`config.mk`:
```
export PLATFORM = sky130hd
export DESIGN_NAME = ws2811_serial_receiver
export DESIGN_NICKNAME = d
export VERILOG_FILES = /design/src/rtl/ws2811_serial_receiver.sv
export SDC_FILE = /design/constraint.sdc
export NUM_CORES = 1
export LEC_CHECK = 0
export ABC_AREA = 1
export BUFFER_PORTS_ARGS = -buffer_cell sky130_fd_sc_hd__buf_4
export CAP_MARGIN = 10
export CORE_AREA = 2 2 93 95
export DETAILED_ROUTE_END_ITERATION = 16
export DIE_AREA = 0 0 95 97
export MAX_ROUTING_LAYER = met4
export SLEW_MARGIN = 10
export SYNTH_ARGS = -nofsm -noshare
export SYNTH_HDL_FRONTEND = slang
export SYNTH_SLANG_ARGS = --single-unit
export TNS_END_PERCENT = 10
```
`constraint.sdc`:
```
create_clock -name clock -period 4.04 [get_ports clock]
set_input_delay 0.404 -clock clock [delete_from_list [all_inputs] [get_ports clock]]
set_output_delay 0.404 -clock clock [all_outputs]
set_load 0.01 [all_outputs]
```
`src/rtl/ws2811_serial_receiver.sv`:
```
// rtl/ws2811_serial_receiver.sv - WS2811 pixel receiver: keeps the first 24 bits after a latch, forwards the rest
module ws2811_serial_receiver #(
    parameter int T_SAMPLE = 22,
    parameter int T_RESET  = 2500
) (
    input  logic        clock,
    input  logic        reset,
    input  logic        serial_in,
    output logic        serial_out,
    output logic [23:0] rgb_data,
    output logic        rgb_valid,
    output logic        frame_error,
    output logic        busy,
    output logic [1:0]  db_state
);
    localparam int LOW_W = $clog2(T_RESET + 1);
    localparam int TMR_W = $clog2(T_SAMPLE + 1);

    typedef enum logic [1:0] {
        ST_SYNC = 2'd0,
        ST_IDLE = 2'd1,
        ST_HIGH = 2'd2,
        ST_LOW  = 2'd3
    } state_t;

    logic             meta_q, sync_q, prev_q;
    logic [LOW_W-1:0] low_cnt_q, low_cnt_d;
    state_t           state_q, state_d;
    logic [TMR_W-1:0] timer_q, timer_d, timer_inc;
    logic [23:0]      shift_q, shift_d;
    logic [23:0]      rgb_q, rgb_d;
    logic [4:0]       count_q, count_d;
    logic             bad_q, bad_d;
    logic             fwd_q, fwd_d;
    logic             busy_q, busy_d;
    logic             valid_q, valid_d;
    logic             err_q, err_d;
    logic             out_q, out_d;
    logic             rise, latch, commit;

    assign rise      = sync_q & ~prev_q;
    // Fires only on the clock where the low counter steps onto T_RESET.
    assign latch     = ~sync_q & (low_cnt_q == LOW_W'(T_RESET - 1));
    assign timer_inc = timer_q + TMR_W'(1);

    always_comb begin
        low_cnt_d = low_cnt_q;
        if (sync_q) begin
            low_cnt_d = '0;
        end else if (low_cnt_q != LOW_W'(T_RESET)) begin
            low_cnt_d = low_cnt_q + LOW_W'(1);
        end
    end

    always_comb begin
        state_d = state_q;
        timer_d = timer_q;
        shift_d = shift_q;
        rgb_d   = rgb_q;
        count_d = count_q;
        bad_d   = bad_q;
        fwd_d   = fwd_q;
        busy_d  = busy_q;
        valid_d = 1'b0;
        err_d   = 1'b0;
        commit  = 1'b0;

        case (state_q)
            ST_SYNC: begin
                if (latch) state_d = ST_IDLE;
            end
            ST_IDLE: begin
                if (rise) begin
                    state_d = ST_HIGH;
                    timer_d = '0;
                    busy_d  = 1'b1;
                end
            end
            ST_HIGH: begin
                if (rise) begin
                    timer_d = '0;
                    bad_d   = 1'b1;
                end else begin
                    timer_d = timer_inc;
                    if (timer_inc == TMR_W'(T_SAMPLE)) begin
                        state_d = ST_LOW;
                        if (count_q < 5'd24) begin
                            shift_d = {shift_q[22:0], sync_q};
                            count_d = count_q + 5'd1;
                        end
                    end
                end
            end
            ST_LOW: begin
                if (latch) begin
                    commit  = 1'b1;
                    state_d = ST_IDLE;
                end else if (rise) begin
                    state_d = ST_HIGH;
                    timer_d = '0;
                    if (count_q == 5'd24) fwd_d = 1'b1;
                end
            end
            default: state_d = ST_SYNC;
        endcase

        if (commit) begin
            if (count_q == 5'd24 && !bad_q) begin
                rgb_d   = shift_q;
                valid_d = 1'b1;
            end else if (count_q != 5'd0) begin
                err_d = 1'b1;
            end
            count_d = '0;
            bad_d   = 1'b0;
            fwd_d   = 1'b0;
            busy_d  = 1'b0;
        end

        // Using fwd_d lets the rising edge that opens forwarding pass through unclipped.
        out_d = fwd_d & sync_q;
    end

    always_ff @(posedge clock or negedge reset) begin
        if (!reset) begin
            meta_q    <= 1'b0;
            sync_q    <= 1'b0;
            prev_q    <= 1'b0;
            low_cnt_q <= '0;
            state_q   <= ST_SYNC;
            timer_q   <= '0;
            shift_q   <= '0;
            rgb_q     <= '0;
            count_q   <= '0;
            bad_q     <= 1'b0;
            fwd_q     <= 1'b0;
            busy_q    <= 1'b0;
            valid_q   <= 1'b0;
            err_q     <= 1'b0;
            out_q     <= 1'b0;
        end else begin
            meta_q    <= serial_in;
            sync_q    <= meta_q;
            prev_q    <= sync_q;
            low_cnt_q <= low_cnt_d;
            state_q   <= state_d;
            timer_q   <= timer_d;
            shift_q   <= shift_d;
            rgb_q     <= rgb_d;
            count_q   <= count_d;
            bad_q     <= bad_d;
            fwd_q     <= fwd_d;
            busy_q    <= busy_d;
            valid_q   <= valid_d;
            err_q     <= err_d;
            out_q     <= out_d;
        end
    end

    assign serial_out  = out_q;
    assign rgb_data    = rgb_q;
    assign rgb_valid   = valid_q;
    assign frame_error = err_q;
    assign busy        = busy_q;
    assign db_state    = state_q;
endmodule

```
Word-level counts from Yosys, hierarchy flattened --
Cells that the tools add are included.
Storage, ports and cells: register bits 81, bits in latches 0, memory bits (writable) 0, memory bits (read-only) 0, input bits 3, output and inout bits 30, memories kept 0
Operators by class: add/sub/neg operators 3, $mul 0, divide/modulo/power cells 0, $lt $le $gt $ge 1, equal/unequal tests 12, shift-type cells 0, mux-type cells 34, bitwise operators 6, reduce and logical (&&, ||, !) cells 18
Operators with widths (number):
- 5-bit 2-to-1 mux | 8
- 12-bit 2-to-1 mux | 2
- 1-bit 2-to-1 mux | 17
- 5-bit one-hot mux with 3 select lines | 1
- 12-bit by 1-bit adder with 12-bit output, second input constant | 1
- 12-bit equality test, second input constant | 1
- 12-bit != test, second input constant | 1
- 2-bit nonzero test | 6
- 5-bit by 1-bit adder with 5-bit output, second input constant | 2
- 5-bit equality test, second input constant | 2
- 2-bit 2-to-1 mux | 5
- 2-bit != test, second input constant | 4
- 2-bit one-hot mux with 4 select lines | 1
- 2-bit AND reduction | 4
- 4-bit AND reduction | 2
- 5-bit less-than comparator, second input constant | 1
- 5-bit nonzero test | 1
- 2-bit equality test, second input constant | 2
- 1-bit bitwise AND | 3
- 1-bit inverter | 3
- 3-bit AND reduction | 1
- 3-bit nonzero test | 1
- 2-bit by 1-bit equality test with 1-bit output, second input constant | 1
- 2-bit logical NOT | 1
- 3 further kinds | 3

Logic depth before layout (Yosys ltp) --
word-level depth 7, mapped depth 11

Least setup slack after synthesis --
No wires, ideal clock.
path type register -> register, from register timer_q[0], to register shift_q[10], library setup time 0.126 ns, arrival time 1.480 ns, required time 3.914 ns, path slack 2.434 ns, stages on the path, launching flop included 8, path buffers 1, period minus slack after synthesis 1.606 ns, cells stage by stage dfrtp_1 -> ha_1 -> nand3_1 -> xor2_1 -> nand3_4 -> buf_2 -> nand2_1 -> o21ai_0
On the way: word-level cells in the longest chain between the ends 3
RTL lines:
- start, declared | line 29 | logic [TMR_W-1:0] timer_q, timer_d, timer_inc;
- start signal, assigned | line 147 | timer_q <= timer_d;
- 5-bit by 1-bit adder with 5-bit output | line 44 | assign timer_inc = timer_q + TMR_W'(1);
- 5-bit equality test | line 85 | if (timer_inc == TMR_W'(T_SAMPLE)) begin
- 4-bit AND reduction (no line)
- end signal, assigned | line 148 | shift_q <= shift_d;
- end, declared | line 30 | logic [23:0] shift_q, shift_d;
No other way between the ends. A chain may end at the register's enable or synchronous reset.

Final worst setup path --
from register count_q[0], to register rgb_q[8], in the netlist rgb_data[8]
On the way: word-level cells in the longest chain between the ends 3
RTL lines:
- start, declared | line 32 | logic [4:0] count_q, count_d;
- start signal, assigned | line 150 | count_q <= count_d;
- 5-bit equality test | line 108 | if (count_q == 5'd24 && !bad_q) begin
- 1-bit logical AND | line 108
- 2-bit AND reduction (no line)
- end signal, assigned | line 149 | rgb_q <= rgb_d;
- end, declared | line 31 | logic [23:0] rgb_q, rgb_d;
No other way between the ends.

==> results.json <==
{
  "outcome": "completed",
  "crit_start": "count_q[0]$_DFFE_PN0P_",
  "yosysTopAreaCell": "dfrtp_1",
  "final_net_count": 431,
  "reg2reg_from": "count_q[0]$_DFFE_PN0P_",
  "die_w_um": 95,
  "ctsResizeCount": 0,
  "root_buffer": "clkbuf_8",
  "postCtsHoldBufs": 0,
  "critPathKind": "flip-flop to flip-flop",
  "antenna_found_initial": 0,
  "syn_inst": 391,
  "cp-end-kind": "flip-flop",
  "slew-limit-headroom_pct": 33.9,
  "initial_core_util_pct": 44.2,
  "wl_per_cell_um": 11.4,
  "peakVddDrop_mv": 0.253,
  "worst_ep_required_time_ns": 4.25,
  "post_cts_buffers": 0,
  "yosysSeqAreaShare_pct": 56.4,
  "synth_warnings": 0,
  "start_kind": "flip-flop",
  "worst_slew_pin_slew_ns": 0.991,
  "fin_crit_ns": 2.16,
  "dieArea_sq_um": 9220,
  "timing.rr.end": "rgb_data[8]$_DFFE_PN0P_",
  "dp_hpwl_um": 4050,
  "syn_area_sq_um": 3600,
  "powerDensity_nw_per_um2": 365,
  "syn2layout_area_growth_pct": 13.5,
  "grt_first_pass_wirelength_um": 10900,
  "clk_path_buf_depth": 2,
  "fin_worst_skew_ns": 0.0115,
  "fmax_mhz": 463,
  "detail_route.vias_per_cell": 4.73,
  "grt_pass1_vias": 2459,
  "first_pass_iters": 4,
  "design.core.area_sq_um": 8130,
  "dr_total_vias": 2517,
  "arrival_ns": 2.37,
  "path_clk_slew_ns": 0.08,
  "insertion_delay_ns": 0.35,
  "cp-endpoint": "rgb_data[8]$_DFFE_PN0P_",
  "drv_cap": 0,
  "routed_wl_um": 6060,
  "cts_sinks": 81,
  "worstHoldPathType": "input port to flip-flop",
  "fin_cells": 532,
  "wl_met2_um": 2810,
  "ios": 33,
  "avgSynthCellArea_sq_um": 9.20,
  "ant_nets": 0,
  "p_leak_nw": 1.94,
  "crit_fanout": 47,
  "num_rows": 33,
  "cts-htree-levels": 3,
  "grt_usage_pct": 15.3,
  "drive_gt1_share_pct": 18.0,
  "slew_violations": 0,
  "ys_ff_latch": 81,
  "setup_viol": 0,
  "fin_crit_sh_pct": 53.5,
  "synth_top_area_share_pct": 56.4,
  "portBuffers": 32,
  "diodes": 0,
  "drc": 0,
  "drt_iter0_drc": 131,
  "cts_made_buffers": 9,
  "rsz0062_at_grt": "false",
  "top_layer": "met4",
  "synthTopCellsByArea": "dfrtp_1 (56%), nand2_1 (9.2%), inv_1 (5.6%), nand3_1 (3.6%), o21ai_0 (3.6%)",
  "cts_tree": "built",
  "dp_cells": 516,
  "grt_max_degree": 82,
  "setup_tns_ns": 0,
  "die_y_um": 97,
  "synth_cell_type_count": 32,
  "grt_overflow_total": 0,
  "synthesis.nets": 400,
  "wl_met1_um": 2970,
  "dr_wl_met3_um": 221,
  "hold_viol": 0,
  "hp-start": "serial_in",
  "gp_congestion": 0.817,
  "r2r_cells": 9,
  "r2r_slack_ns": 1.88
}
-- report_power, final --
| group | internal (W) | switching [W] |
|---|---|---|
| registers | 0.000814 | 0.00000370 |
| logic | 0.00000594 | 0.0000231 |
| clock network | 0.000350 | 0.000293 |
| total | 0.00117 | 0.000320 |
-- worst max-delay path: stages (launching register included) --
cell	delay, ns
dfrtp_1	0.42
inv_1	0.10
ha_1	0.14
inv_1	0.05
nor3_2	0.18
inv_1	0.08
nor2_2	0.17
nand2_2	0.55
nand2_1	0.25
o21ai_2	0.07
-- cell families after synthesis --
| family | after synthesis | share of synthesized area [%] |
|---|---|---|
| and+or+nand+nor | 160 | 20.0 |
| DFF | 81 | 56.4 |
| adders and majority gates | 6 | 2.09 |
| AOI/OAI and AO/OA | 68 | 11.1 |
| buffers and inverters | 70 | 8.94 |
| xor gates and xnor gates | 6 | 1.46 |
-- flip-flops by register name (all words and copies together), names as in the netlist, 2 cells and up --
signal     cells
count_q        5
rgb_data      24
shift_q       24
db_state       2
low_cnt_q     12
timer_q        5
-- per-stage QoR --
| step | setup WS, ns | area, sq um | total power, W | hold WS [ns] | utilization (%) |
|---|---|---|---|---|---|
| 3_5_place_dp | 1.86 | 3860 | 0.000865 | 0.340 | 47.5 |
| 6_report | 1.88 | 4080 | 0.00149 | 0.160 | 50.2 |
| 3_3_place_gp | 1.86 | 3860 | 0.000864 | 0.342 | 47.5 |
| 2_1_floorplan | 2.43 | 3600 | 0.000844 | 0.108 | - |
| 4_1_cts | 1.84 | 4080 | 0.00152 | 0.142 | 50.2 |
| 5_1_grt | 1.62 | 4080 | 0.00156 | 0.135 | 50.2 |
-- how the worst min path moves through the flow --
stage                              to  slack, ns  cells after the start
detailed placement   sync_q$_DFF_PN0_       0.34                      0
finish               meta_q$_DFF_PN0_       0.16                      1
global placement     sync_q$_DFF_PN0_       0.34                      0
floorplan           bad_q$_DFFE_PN0P_       0.11                      0
CTS                  meta_q$_DFF_PN0_       0.14                      1
global route         meta_q$_DFF_PN0_       0.14                      1
-- Yosys cell counts --
| cell type | instances |
|---|---|
| a21oi_1 | 5 |
| a31oi_1 | 3 |
| buf_2 | 1 |
| buf_4 | 2 |
| buf_6 | 5 |
| buf_8 | 1 |
| clkbuf_1 | 2 |
| clkbuf_2 | 1 |
| dfrtp_1 | 81 |
| ha_1 | 6 |
| inv_1 | 54 |
| inv_2 | 4 |
| nand2_1 | 88 |
| nand2_2 | 3 |
| nand3_1 | 26 |
| nand3_2 | 1 |
| nand3_4 | 1 |
| nand4_1 | 4 |
| nor2_1 | 22 |
| nor2_2 | 2 |
| nor2_4 | 3 |
| nor3_1 | 6 |
| nor3_2 | 1 |
| nor4_1 | 2 |
| o21a_1 | 1 |
| o21ai_0 | 26 |
| o21ai_1 | 18 |
| o21ai_2 | 14 |
| o22ai_1 | 1 |
| or2_2 | 1 |
| xnor2_1 | 3 |
| xor2_1 | 3 |
-- cells in the final DEF, fill, tap and decap left out, types with 4 or more instances in the layout --
cell type  Yosys  layout
a21oi_1        5       5
nor2_1        22      22
ha_1           6       6
buf_4          2      32
inv_2          4       4
o21ai_1       18      18
nor3_1         6       6
nand4_1        4       4
clkbuf_8       0       9
o21ai_0       26      26
inv_1         54      54
o21ai_2       14      14
nand2_1       88      88
dfrtp_1       81      81
nand3_1       26      26
-- cell type report --
class                           instances  area, sq um
Fill cell                             752         4050
Timing Repair Buffer                   32          240
Clock buffer                           10          128
Inverter                               58          218
Sequential cell                        81         2030
Clock inverter                          6         90.1
Tap cell                              105          131
Multi-Input combinational cell        240         1250
-- routing by layer --
| layer | track usage [%] | vias up |
|---|---|---|
| met3 | 5.37 | 4 |
| met4 | 4.24 | 0 |
| met5 | - | - |
| li1 | - | 1303 |
| met2 | 22.9 | 40 |
| met1 | 19.9 | 1170 |
(Power assumes the default switching activity.)
